$ cat src/rtl/psg_pkg.sv
// Shared types and widths for the PSG voice shaper scheduler.
package psg_pkg;

    typedef enum logic [1:0] {
        IDLE  = 2'd0,
        RUN   = 2'd1,
        DRAIN = 2'd2
    } psg_sched_state_e;

    localparam int PSG_TW = 12;
    localparam int PSG_EW = 8;
    localparam int PSG_OW = PSG_TW + PSG_EW;

endpackage

$ cat src/rtl/psg_shaper_mul.sv
// Registered unsigned multiplier with tag/valid sideband, one cycle of latency.
module psg_shaper_mul
    import psg_pkg::*;
#(
    parameter int AW  = PSG_TW,
    parameter int BW  = PSG_EW,
    parameter int TGW = 2
) (
    input  logic                 clk_i,
    input  logic                 rst_i,
    input  logic [AW-1:0]        a_i,
    input  logic [BW-1:0]        b_i,
    input  logic [TGW-1:0]       tag_i,
    input  logic                 vld_i,
    output logic [AW+BW-1:0]     prod_o,
    output logic [TGW-1:0]       tag_o,
    output logic                 vld_o
);

    logic [AW+BW-1:0] prod_q;
    logic [TGW-1:0]   tag_q;
    logic             vld_q;
    logic [AW+BW-1:0] a_ext;
    logic [AW+BW-1:0] b_ext;

    // Zero-extend both operands so the product is formed at full width.
    assign a_ext = {{BW{1'b0}}, a_i};
    assign b_ext = {{AW{1'b0}}, b_i};

    always_ff @(posedge clk_i) begin
        if (rst_i) begin
            prod_q <= '0;
            tag_q  <= '0;
            vld_q  <= 1'b0;
        end else begin
            prod_q <= a_ext * b_ext;
            tag_q  <= tag_i;
            vld_q  <= vld_i;
        end
    end

    assign prod_o = prod_q;
    assign tag_o  = tag_q;
    assign vld_o  = vld_q;

endmodule

$ cat src/rtl/psg_shaper_sched.sv
// Time-multiplexes one 12x8 multiplier across NCH PSG voices per sample tick.
// Optional mix_o sum output is built when PSG_SHAPER_SCHED_MIX_EN is defined.
//
// state | meaning
// IDLE  | waiting for ce; snapshots voice inputs when it arrives
// RUN   | issuing one voice per cycle to the multiplier
// DRAIN | last product writes back; done_o pulses
module psg_shaper_sched
    import psg_pkg::*;
#(
    parameter  int NCH = 4,
    parameter  int TW  = PSG_TW,
    parameter  int EW  = PSG_EW,
    localparam int OW  = TW + EW,
    localparam int MW  = OW + $clog2(NCH)
) (
    input  logic                 clk_i,
    input  logic                 rst_i,
    input  logic                 ce,
    input  logic [NCH-1:0]       chan_en_i,
    input  logic [NCH*TW-1:0]    tgi_i,
    input  logic [NCH*EW-1:0]    env_i,
    input  logic                 ovr_clr_i,
    output logic [NCH*OW-1:0]    o,
`ifdef PSG_SHAPER_SCHED_MIX_EN
    output logic [MW-1:0]        mix_o,
`endif
    output logic                 busy_o,
    output logic                 done_o,
    output logic                 overrun_o
);

    localparam int IW = $clog2(NCH);

    psg_sched_state_e  state_q;
    logic [IW-1:0]     idx_q;
    logic              busy_q;
    logic              done_q;
    logic              ovr_q;
    logic              ovr_d;
    logic [NCH-1:0]    snap_en_q;
    logic [NCH*TW-1:0] snap_tgi_q;
    logic [NCH*EW-1:0] snap_env_q;
    logic [NCH*OW-1:0] o_q;

    logic [TW-1:0]     mul_a;
    logic [EW-1:0]     mul_b;
    logic              mul_vld;
    logic [OW-1:0]     prod;
    logic [IW-1:0]     prod_tag;
    logic              prod_vld;

    // A disabled voice still takes its slot; forcing env to 0 yields a zero product.
    always_comb begin
        mul_a   = snap_tgi_q[idx_q*TW +: TW];
        mul_b   = snap_en_q[idx_q] ? snap_env_q[idx_q*EW +: EW] : '0;
        mul_vld = (state_q == RUN);
    end

    psg_shaper_mul #(
        .AW  (TW),
        .BW  (EW),
        .TGW (IW)
    ) u_mul (
        .clk_i  (clk_i),
        .rst_i  (rst_i),
        .a_i    (mul_a),
        .b_i    (mul_b),
        .tag_i  (idx_q),
        .vld_i  (mul_vld),
        .prod_o (prod),
        .tag_o  (prod_tag),
        .vld_o  (prod_vld)
    );

    always_ff @(posedge clk_i) begin
        if (rst_i) begin
            state_q    <= IDLE;
            idx_q      <= '0;
            busy_q     <= 1'b0;
            done_q     <= 1'b0;
            snap_en_q  <= '0;
            snap_tgi_q <= '0;
            snap_env_q <= '0;
        end else begin
            done_q <= 1'b0;
            case (state_q)
                IDLE: begin
                    if (ce) begin
                        snap_en_q  <= chan_en_i;
                        snap_tgi_q <= tgi_i;
                        snap_env_q <= env_i;
                        idx_q      <= '0;
                        busy_q     <= 1'b1;
                        state_q    <= RUN;
                    end
                end
                RUN: begin
                    if (idx_q == IW'(NCH - 1)) begin
                        state_q <= DRAIN;
                    end else begin
                        idx_q <= idx_q + 1'b1;
                    end
                end
                DRAIN: begin
                    done_q  <= 1'b1;
                    busy_q  <= 1'b0;
                    state_q <= IDLE;
                end
                default: begin
                    busy_q  <= 1'b0;
                    state_q <= IDLE;
                end
            endcase
        end
    end

    // Overrun set beats clear when both happen in the same cycle.
    always_comb begin
        ovr_d = ovr_q;
        if (ovr_clr_i) begin
            ovr_d = 1'b0;
        end
        if (ce && busy_q) begin
            ovr_d = 1'b1;
        end
    end

    always_ff @(posedge clk_i) begin
        if (rst_i) begin
            ovr_q <= 1'b0;
        end else begin
            ovr_q <= ovr_d;
        end
    end

    always_ff @(posedge clk_i) begin
        if (rst_i) begin
            o_q <= '0;
        end else if (prod_vld) begin
            o_q[prod_tag*OW +: OW] <= prod;
        end
    end

`ifdef PSG_SHAPER_SCHED_MIX_EN
    logic [MW-1:0] acc_q;
    logic [MW-1:0] mix_q;

    // The final product is still in flight during DRAIN, so fold it in directly.
    always_ff @(posedge clk_i) begin
        if (rst_i) begin
            acc_q <= '0;
            mix_q <= '0;
        end else begin
            if (state_q == IDLE && ce) begin
                acc_q <= '0;
            end else if (prod_vld) begin
                acc_q <= acc_q + MW'(prod);
            end
            if (state_q == DRAIN) begin
                mix_q <= acc_q + MW'(prod);
            end
        end
    end

    assign mix_o = mix_q;
`endif

    assign o         = o_q;
    assign busy_o    = busy_q;
    assign done_o    = done_q;
    assign overrun_o = ovr_q;

endmodule

$ cat config.mk
export PLATFORM = sky130hd
export DESIGN_NAME = psg_shaper_sched
export DESIGN_NICKNAME = d
export VERILOG_FILES = /design/src/rtl/psg_pkg.sv /design/src/rtl/psg_shaper_mul.sv /design/src/rtl/psg_shaper_sched.sv
export SDC_FILE = /design/constraint.sdc
export NUM_CORES = 1
export LEC_CHECK = 0
export CAP_MARGIN = 15
export CORE_ASPECT_RATIO = 1.4
export CORE_MARGIN = 2
export CORE_UTILIZATION = 45
export DETAILED_ROUTE_END_ITERATION = 10
export PLACE_DENSITY_LB_ADDON = 0.2
export SYNTH_ARGS = -nofsm -noshare
export SYNTH_HDL_FRONTEND = slang
export SYNTH_SLANG_ARGS = --single-unit
$ cat constraint.sdc
create_clock -name clk_i -period 7.2 [get_ports clk_i]
set_clock_uncertainty 0.05 [all_clocks]
set_input_delay 1.08 -clock clk_i [delete_from_list [all_inputs] [get_ports clk_i]]
set_output_delay 1.08 -clock clk_i [all_outputs]
set_load 0.005 [all_outputs]
Yosys cells after proc, flatten, opt, wreduce, memory -nomap -nowiden:

Index checks and enable logic that the tools add are counted.

* flip-flop bits (word level): 194
* input bits: 88
* output and inout bits: 83

* add/subtract/negate cells: 2
* $mul: 3
* magnitude comparators: 1
* equality and inequality tests: 6
* shifts and indexed selects: 4
* muxes and demuxes: 15
* bitwise gates (word level): 1
* reductions and logical operators: 8

Operators with widths (number)
* $bwmux 80: 1
* $shift 20x34->80 const A: 1
* $shiftx 20x34->80: 1
* $shiftx 48x7->12: 1
* $neg 7->34: 1
* $shiftx 32x6->8: 1
* $mul 12x8->20: 1
* $mux 2: 4
* $mux 8: 1
* $pmux 2 s2: 2
* $ne 2x2->1 const B: 3
* $reduce_and 2->1: 3
* $mul 2x3->5 const B: 1
* $mux 1: 5
* $eq 2x2->1 const B: 2
* $mul 2x2->4 const B: 1
* $reduce_bool 2->1: 2
* $lt 2x3->1 const B: 1
* $reduce_and 3->1: 1
* $add 2x1->2 const B: 1
* $bmux 1 s2: 1
* $eq 2x1->1 const B: 1
* $logic_not 2->1: 1
* $pmux 1 s2: 1
* 2 further kinds: 2

Logic depth before layout (Yosys ltp):

* word-level depth: 4
* depth in mapped cells: 22
* mapped depth without buffers: 18

By module:

A second synthesis with hierarchy kept.

* cell total of the unflattened synthesis: 1262
* area, all modules: 11350.9 um2

By module, submodules not included
* psg_shaper_sched: times used 1, cells each 827, area an instance 7554.7 um2, seq. area each 3423.3 um2
* psg_shaper_mul: times used 1, cells each 435, area an instance 3796.1 um2, seq. area each 460.4 um2

Worst setup path before layout:

No wires, ideal clock.

* kind: register to register
* from: register idx_q[0]
* to: register u_mul.prod_q[19] (netlist: u_mul.prod_o[19])
* library setup time: 121 ps
* arrival: 5003 ps
* required time: 7029 ps
* slack: 2027 ps
* stages on the path, launching flop included: 20
* path through: dfxtp_1 > buf_4 > buf_6 > mux4_2 > nand2_1 > buf_2 > nor2_1 > fa_1 > fa_1 > fa_1 > inv_1 > fa_1 > inv_1 > ha_1 > clkbuf_1 > a21oi_1 > o21a_1 > o21ba_2 > o31ai_1 > mux2_2

* longest elaborated chain between the ends: 4
* elaborated cells on any way between the ends: 7
* those cells by class: mul (2); shift (2); mux (3)

Ends and longest elaborated chain
* start, declared: line psg_shaper_sched.sv:36 `logic [IW-1:0] idx_q;`
* start signal, assigned: line psg_shaper_sched.sv:102 `idx_q <= idx_q + 1'b1;`
* branches (longest 3 deep; another with $mul 2x2->4)
* $mul 12x8->20 *: line psg_shaper_mul.sv:36 `prod_q <= a_ext * b_ext;`
* end signal, assigned: line psg_shaper_mul.sv:36
* end, declared: line psg_shaper_mul.sv:20 `logic [AW+BW-1:0] prod_q;`

Every way passes the cells marked *. The select of a mux whose other input is x is not followed.
A chain may end at the register's enable or synchronous reset.

Final worst setup path:

* from: register idx_q[0]
* to: register u_mul.prod_q[18] (netlist: u_mul.prod_o[18])

The elaborated chain is that of the path after synthesis.

==> results.md <==
Run status:
- The run finished with clean final reports.

Drt:
- The first-pass iteration count of the detailed router is 7.
- The total wire length after detailed routing is 29.0 mm.
- The average vias per placed instance is 5.40.
- After detailed routing, the average wire length per cell comes to 16.5 um.
- The total number of vias is 9,506.
- The count of routing violations after the opening detailed-route iteration is 710.
- The number of remaining DRC errors is 0.
- Once detail routing completed, the nets flagged for antenna violations numbered 0.

Power:
- The share of total power dissipated in the clock network is 41.2%.
- The switching power of the nets is 0.000648 W.
- Internal power comes to 0.00170 W.
- The total power density per cell area is 174 mW/mm2.
- Combinational logic is responsible for 10.7% of the overall power.
- The switching share of power is 27.5%.
- Registers are responsible for 48.1% of the overall power.
- The leakage dissipation is 5.24 nW.
- IR analysis of the VDD net gives a maximum drop of 0.179 mV.

Worst hold path:
- The worst hold path belongs to the class reg2reg.

Job:
- The count of max-cap constraint violations is 0.

Logic synthesis:
- During synthesis, Yosys emitted a total of 0 warnings.
- Yosys mapped a number of flops with a built-in enable equal to 0.
- The xor and xnor fraction of the mapped netlist area is 0.632%.
- The share of the synthesized area in compound gates (AO/OA/AOI/OAI) is 16.3%.
- The register bit total from synthesis is 194.
- The share of the Yosys chip area taken by registers is 35.0%.
- In this run the cell area of the synthesized design comes to 0.0111 mm2.
- Synthesis handed over a netlist of 1,313 instances.
- After Yosys synthesis, full adders, half adders and majority gates account for 16.0% of the synthesized area.
- The post-synthesis mux area share is 6.92%.
- Counting every net in the synthesized netlist gives 1,507.
- The share of synthesized registers carrying an async set or reset is 0%.
- After synthesis, the netlist uses 61 different library cells.
- The top flip-flop cell by instance count after synthesis is sky130_fd_sc_hd__dfxtp_1.
- After Yosys synthesis, and, or, nand and nor cells account for 19.0% of the synthesized area.
- The per-instance average area after synthesis is 8.44 um2.
- The combinational family with the most area after synthesis is simple AND/OR/NAND/NOR gates.

Place:
- The global placer's final weighted congestion is 0.946.
- During placement, the flow inserted port buffers numbering 170.
- Detailed placement ended at an HPWL of 22.0 mm.
- The standard cell area after detailed placement is 0.0129 mm2.

Clocking:
- The clock net in this run drives a total of 194 sinks.
- No sink is reached through more buffers than the 2 on the longest clock path.
- The clock latency reported for the late side of the worst-skew pair is 0.44 ns.
- The number of setup buffers added after CTS is 0.
- The register clock-pin slew on the reported worst setup and hold paths is 0.08 ns.
- The total clock buffers created by CTS is 17.
- Hold repair after CTS inserted 0 buffers.
- The deepest level of the CTS H-tree is 4.
- Clock tree synthesis selected as its root buffer the cell sky130_fd_sc_hd__clkbuf_16.
- Gates resized during post-CTS repair numbered 0.
- The TritonCTS clock tree is yes.

STA:
- The worst slew margin relative to its limit is 37.6%.
- The number of endpoints failing setup at the final stage is 0.
- The sum of negative setup slack is 0 ns.
- For this run, the top clock speed supported by timing is 170 MHz.
- The number of pins with negative max-slew slack in the final report is 0.
- The final-report hold violation count is 0.
- For the pin with the worst max-slew slack, the measured transition is 0.936 ns.
- The final critical-path required period is 5.87 ns.
- Dividing the final minimum period by the clock period gives 81.6%.
- Setup repair after global routing left no endpoint under its margin.

Worst setup path:
- The worst setup path is of the reg2reg kind.
- The most repeated library cell on the critical path is sky130_fd_sc_hd__fa_1.
- The largest single stage delay on the critical path is 0.79 ns.
- Walking the worst path, the cells encountered are buf_4 > mux2_2 > o21ai_2 > nor2_1 > fa_1 > fa_1 > fa_1 > inv_1 > fa_1 > inv_1 > ha_1 > nand2_1 > o31a_1 > o31ai_1 > mux2_1.
- The sort of element at the end of the critical path is a register.
- The critical path's slowest cell is sky130_fd_sc_hd__dfxtp_2.
- The maximum net fanout on the critical path is 24.
- The data required time of the critical path is 7.47 ns.
- The kind of start point of the critical path is a register.
- The critical path data arrival time is 6.14 ns.
- The kind of cell adding the most delay to the critical path is adder cells.
- The combined buffer and inverter count along the critical path is 3.

Final layout:
- Summing all flip-flop and latch instances after layout gives 0.00388 mm2.
- The net count reported at finish is 1,626.
- The layout overhead on the synthesized area is 22.0%.
- The area of all placed cells without fillers is 0.0135 mm2.
- Counting the fill cells in the layout gives 2,334.
- For this run, the share of the core covered by cells in the final layout is 55.4%.
- Cells with a size suffix above 1 make up 7.40% of the layout.
- The number of antenna diodes in the final layout is 0.
- The multi-input combinational cell area is 0.00654 mm2.

Die:
- The floorplan step set the die height to 190 um.
- Once the floorplan was initialized, standard cells occupied 45.4% of the core.
- The die covers 0.0259 mm2.
- The initialized floorplan defines 68 standard-cell rows.
- 171 I/O pins were placed.
- The overall die width is 137 um.
- The core footprint is 0.0244 mm2.

Global routing:
- The number of antenna violations at the first check in global routing is 0.
- The first-pass GRT wire length is 47.4 mm.
- The via count of the first global-routing pass is 9,262.
- The total routing usage reported by global routing is 23.0%.
- The aggregate global routing overflow is 0.
- The largest net degree at the start of global routing is 93.
cell type report:
class	count	share of cell area [%]
multi-input combinational	958	48.4
sequential	194	28.7
clock buffer	18	3.25
tap	315	2.92
clock inverter	14	1.33
timing repair buffer	181	13.2
inverter	80	2.22
cell usage after synthesis, types with 11 or more instances:
cell type                     n  share of area (%)
sky130_fd_sc_hd__o21ai_1     11               0.50
sky130_fd_sc_hd__mux2i_1     29                2.6
sky130_fd_sc_hd__nor2b_1     17               0.96
sky130_fd_sc_hd__nor3_1      17               0.77
sky130_fd_sc_hd__ha_1        46                5.2
sky130_fd_sc_hd__mux2_2      17                1.7
sky130_fd_sc_hd__inv_1       77                2.6
sky130_fd_sc_hd__buf_2       31                1.4
sky130_fd_sc_hd__a2bb2oi_1   16                1.3
sky130_fd_sc_hd__clkbuf_1    36                1.2
sky130_fd_sc_hd__or2_1       12               0.68
sky130_fd_sc_hd__nor2_1     191                6.5
sky130_fd_sc_hd__a21oi_1    125                5.6
sky130_fd_sc_hd__nand2_1    227                7.7
sky130_fd_sc_hd__o21ai_0     23                1.0
sky130_fd_sc_hd__fa_1        60                 11
sky130_fd_sc_hd__a22oi_1     26                1.8
sky130_fd_sc_hd__dfxtp_1    194                 35
sky130_fd_sc_hd__a22o_1      15                1.2
sky130_fd_sc_hd__or2_2       12               0.68
worst register-to-register path: cells and delay by family, from the launching register on:
kind	cells	cell delay [ns]
and+or+nand+nor	2	0.27
muxes	2	0.72
buffers and inverters	3	0.48
adders and majority gates	5	2.48
AOI/OAI and AO/OA	3	0.96
DFF	1	0.79
cell usage in the layout (no fill, tap or decap), types with 7 or more instances in the layout:
master,count
sky130_fd_sc_hd__a21oi_1,125
sky130_fd_sc_hd__a22o_1,15
sky130_fd_sc_hd__a22oi_1,26
sky130_fd_sc_hd__a2bb2oi_1,16
sky130_fd_sc_hd__a32o_1,8
sky130_fd_sc_hd__buf_4,12
sky130_fd_sc_hd__clkbuf_16,17
sky130_fd_sc_hd__clkdlybuf4s50_1,169
sky130_fd_sc_hd__dfxtp_1,193
sky130_fd_sc_hd__fa_1,60
sky130_fd_sc_hd__ha_1,46
sky130_fd_sc_hd__inv_1,77
sky130_fd_sc_hd__mux2_2,17
sky130_fd_sc_hd__mux2i_1,29
sky130_fd_sc_hd__mux4_2,9
sky130_fd_sc_hd__nand2_1,227
sky130_fd_sc_hd__nand3_1,7
sky130_fd_sc_hd__nor2_1,191
sky130_fd_sc_hd__nor2b_1,17
sky130_fd_sc_hd__nor3_1,17
sky130_fd_sc_hd__o21ai_0,23
sky130_fd_sc_hd__o21ai_1,11
sky130_fd_sc_hd__o21ai_2,10
sky130_fd_sc_hd__or2_1,12
sky130_fd_sc_hd__or2_2,12
worst paths after layout:
check / cells after the start / slack [ns] / startpoint / end
worst max-delay path: 15 / 1.33 / idx_q[0] / u_mul.prod_o[18]
worst max register to register: 15 / 1.33 / idx_q[0] / u_mul.prod_o[18]
worst min-delay path: 2 / 0.40 / o[24] / o[24]
worst min register to register: 2 / 0.40 / o[24] / o[24]
state kept, by name, indices dropped and copies added (netlist names):
signal / count
u_mul.vld_o: 1
u_mul.tag_o: 2
busy_o: 1
o: 80
overrun_o: 1
u_mul.prod_o: 20
snap_tgi_q: 48
snap_en_q: 4
done_o: 1
state_q: 2
idx_q: 2
snap_env_q: 32
stage by stage:
stage	instances	power (W)	worst slack (ns)	hold slack [ns]
floorplan	1313	0.00130	2.03	0.382
CTS	1760	0.00238	1.29	0.403
detailed placement	1728	0.00141	1.32	0.393
global placement	1728	0.00141	1.42	0.390
finish	1760	0.00235	1.33	0.404
global route	1760	0.00245	0.915	0.422
layer usage:
metal	global-route usage, %	part of all wire, %	up-vias
li1	-	-	4651
met1	26.6	40	4466
met5	0	0	-
met3	3.36	4.2	67
met2	41.3	53	322
met4	10.4	3.7	0
cells by family after synthesis:
group,Yosys count
simple gates,505
compound gates,277
flops,194
buf+inv,161
fa+ha+maj,106
mux,62
xor+xnor,8
power groups by stage:
stage / Combinational [W] / Clock, W / Sequential (W)
after floorplan: 0.000157 / 0 / 0.00115
after global placement: 0.000249 / 0 / 0.00116
after detailed placement: 0.000253 / 0 / 0.00116
after CTS: 0.000253 / 0.000991 / 0.00113
after global routing: 0.000278 / 0.00103 / 0.00114
final: 0.000252 / 0.000968 / 0.00113
(Power assumes the default switching activity.)
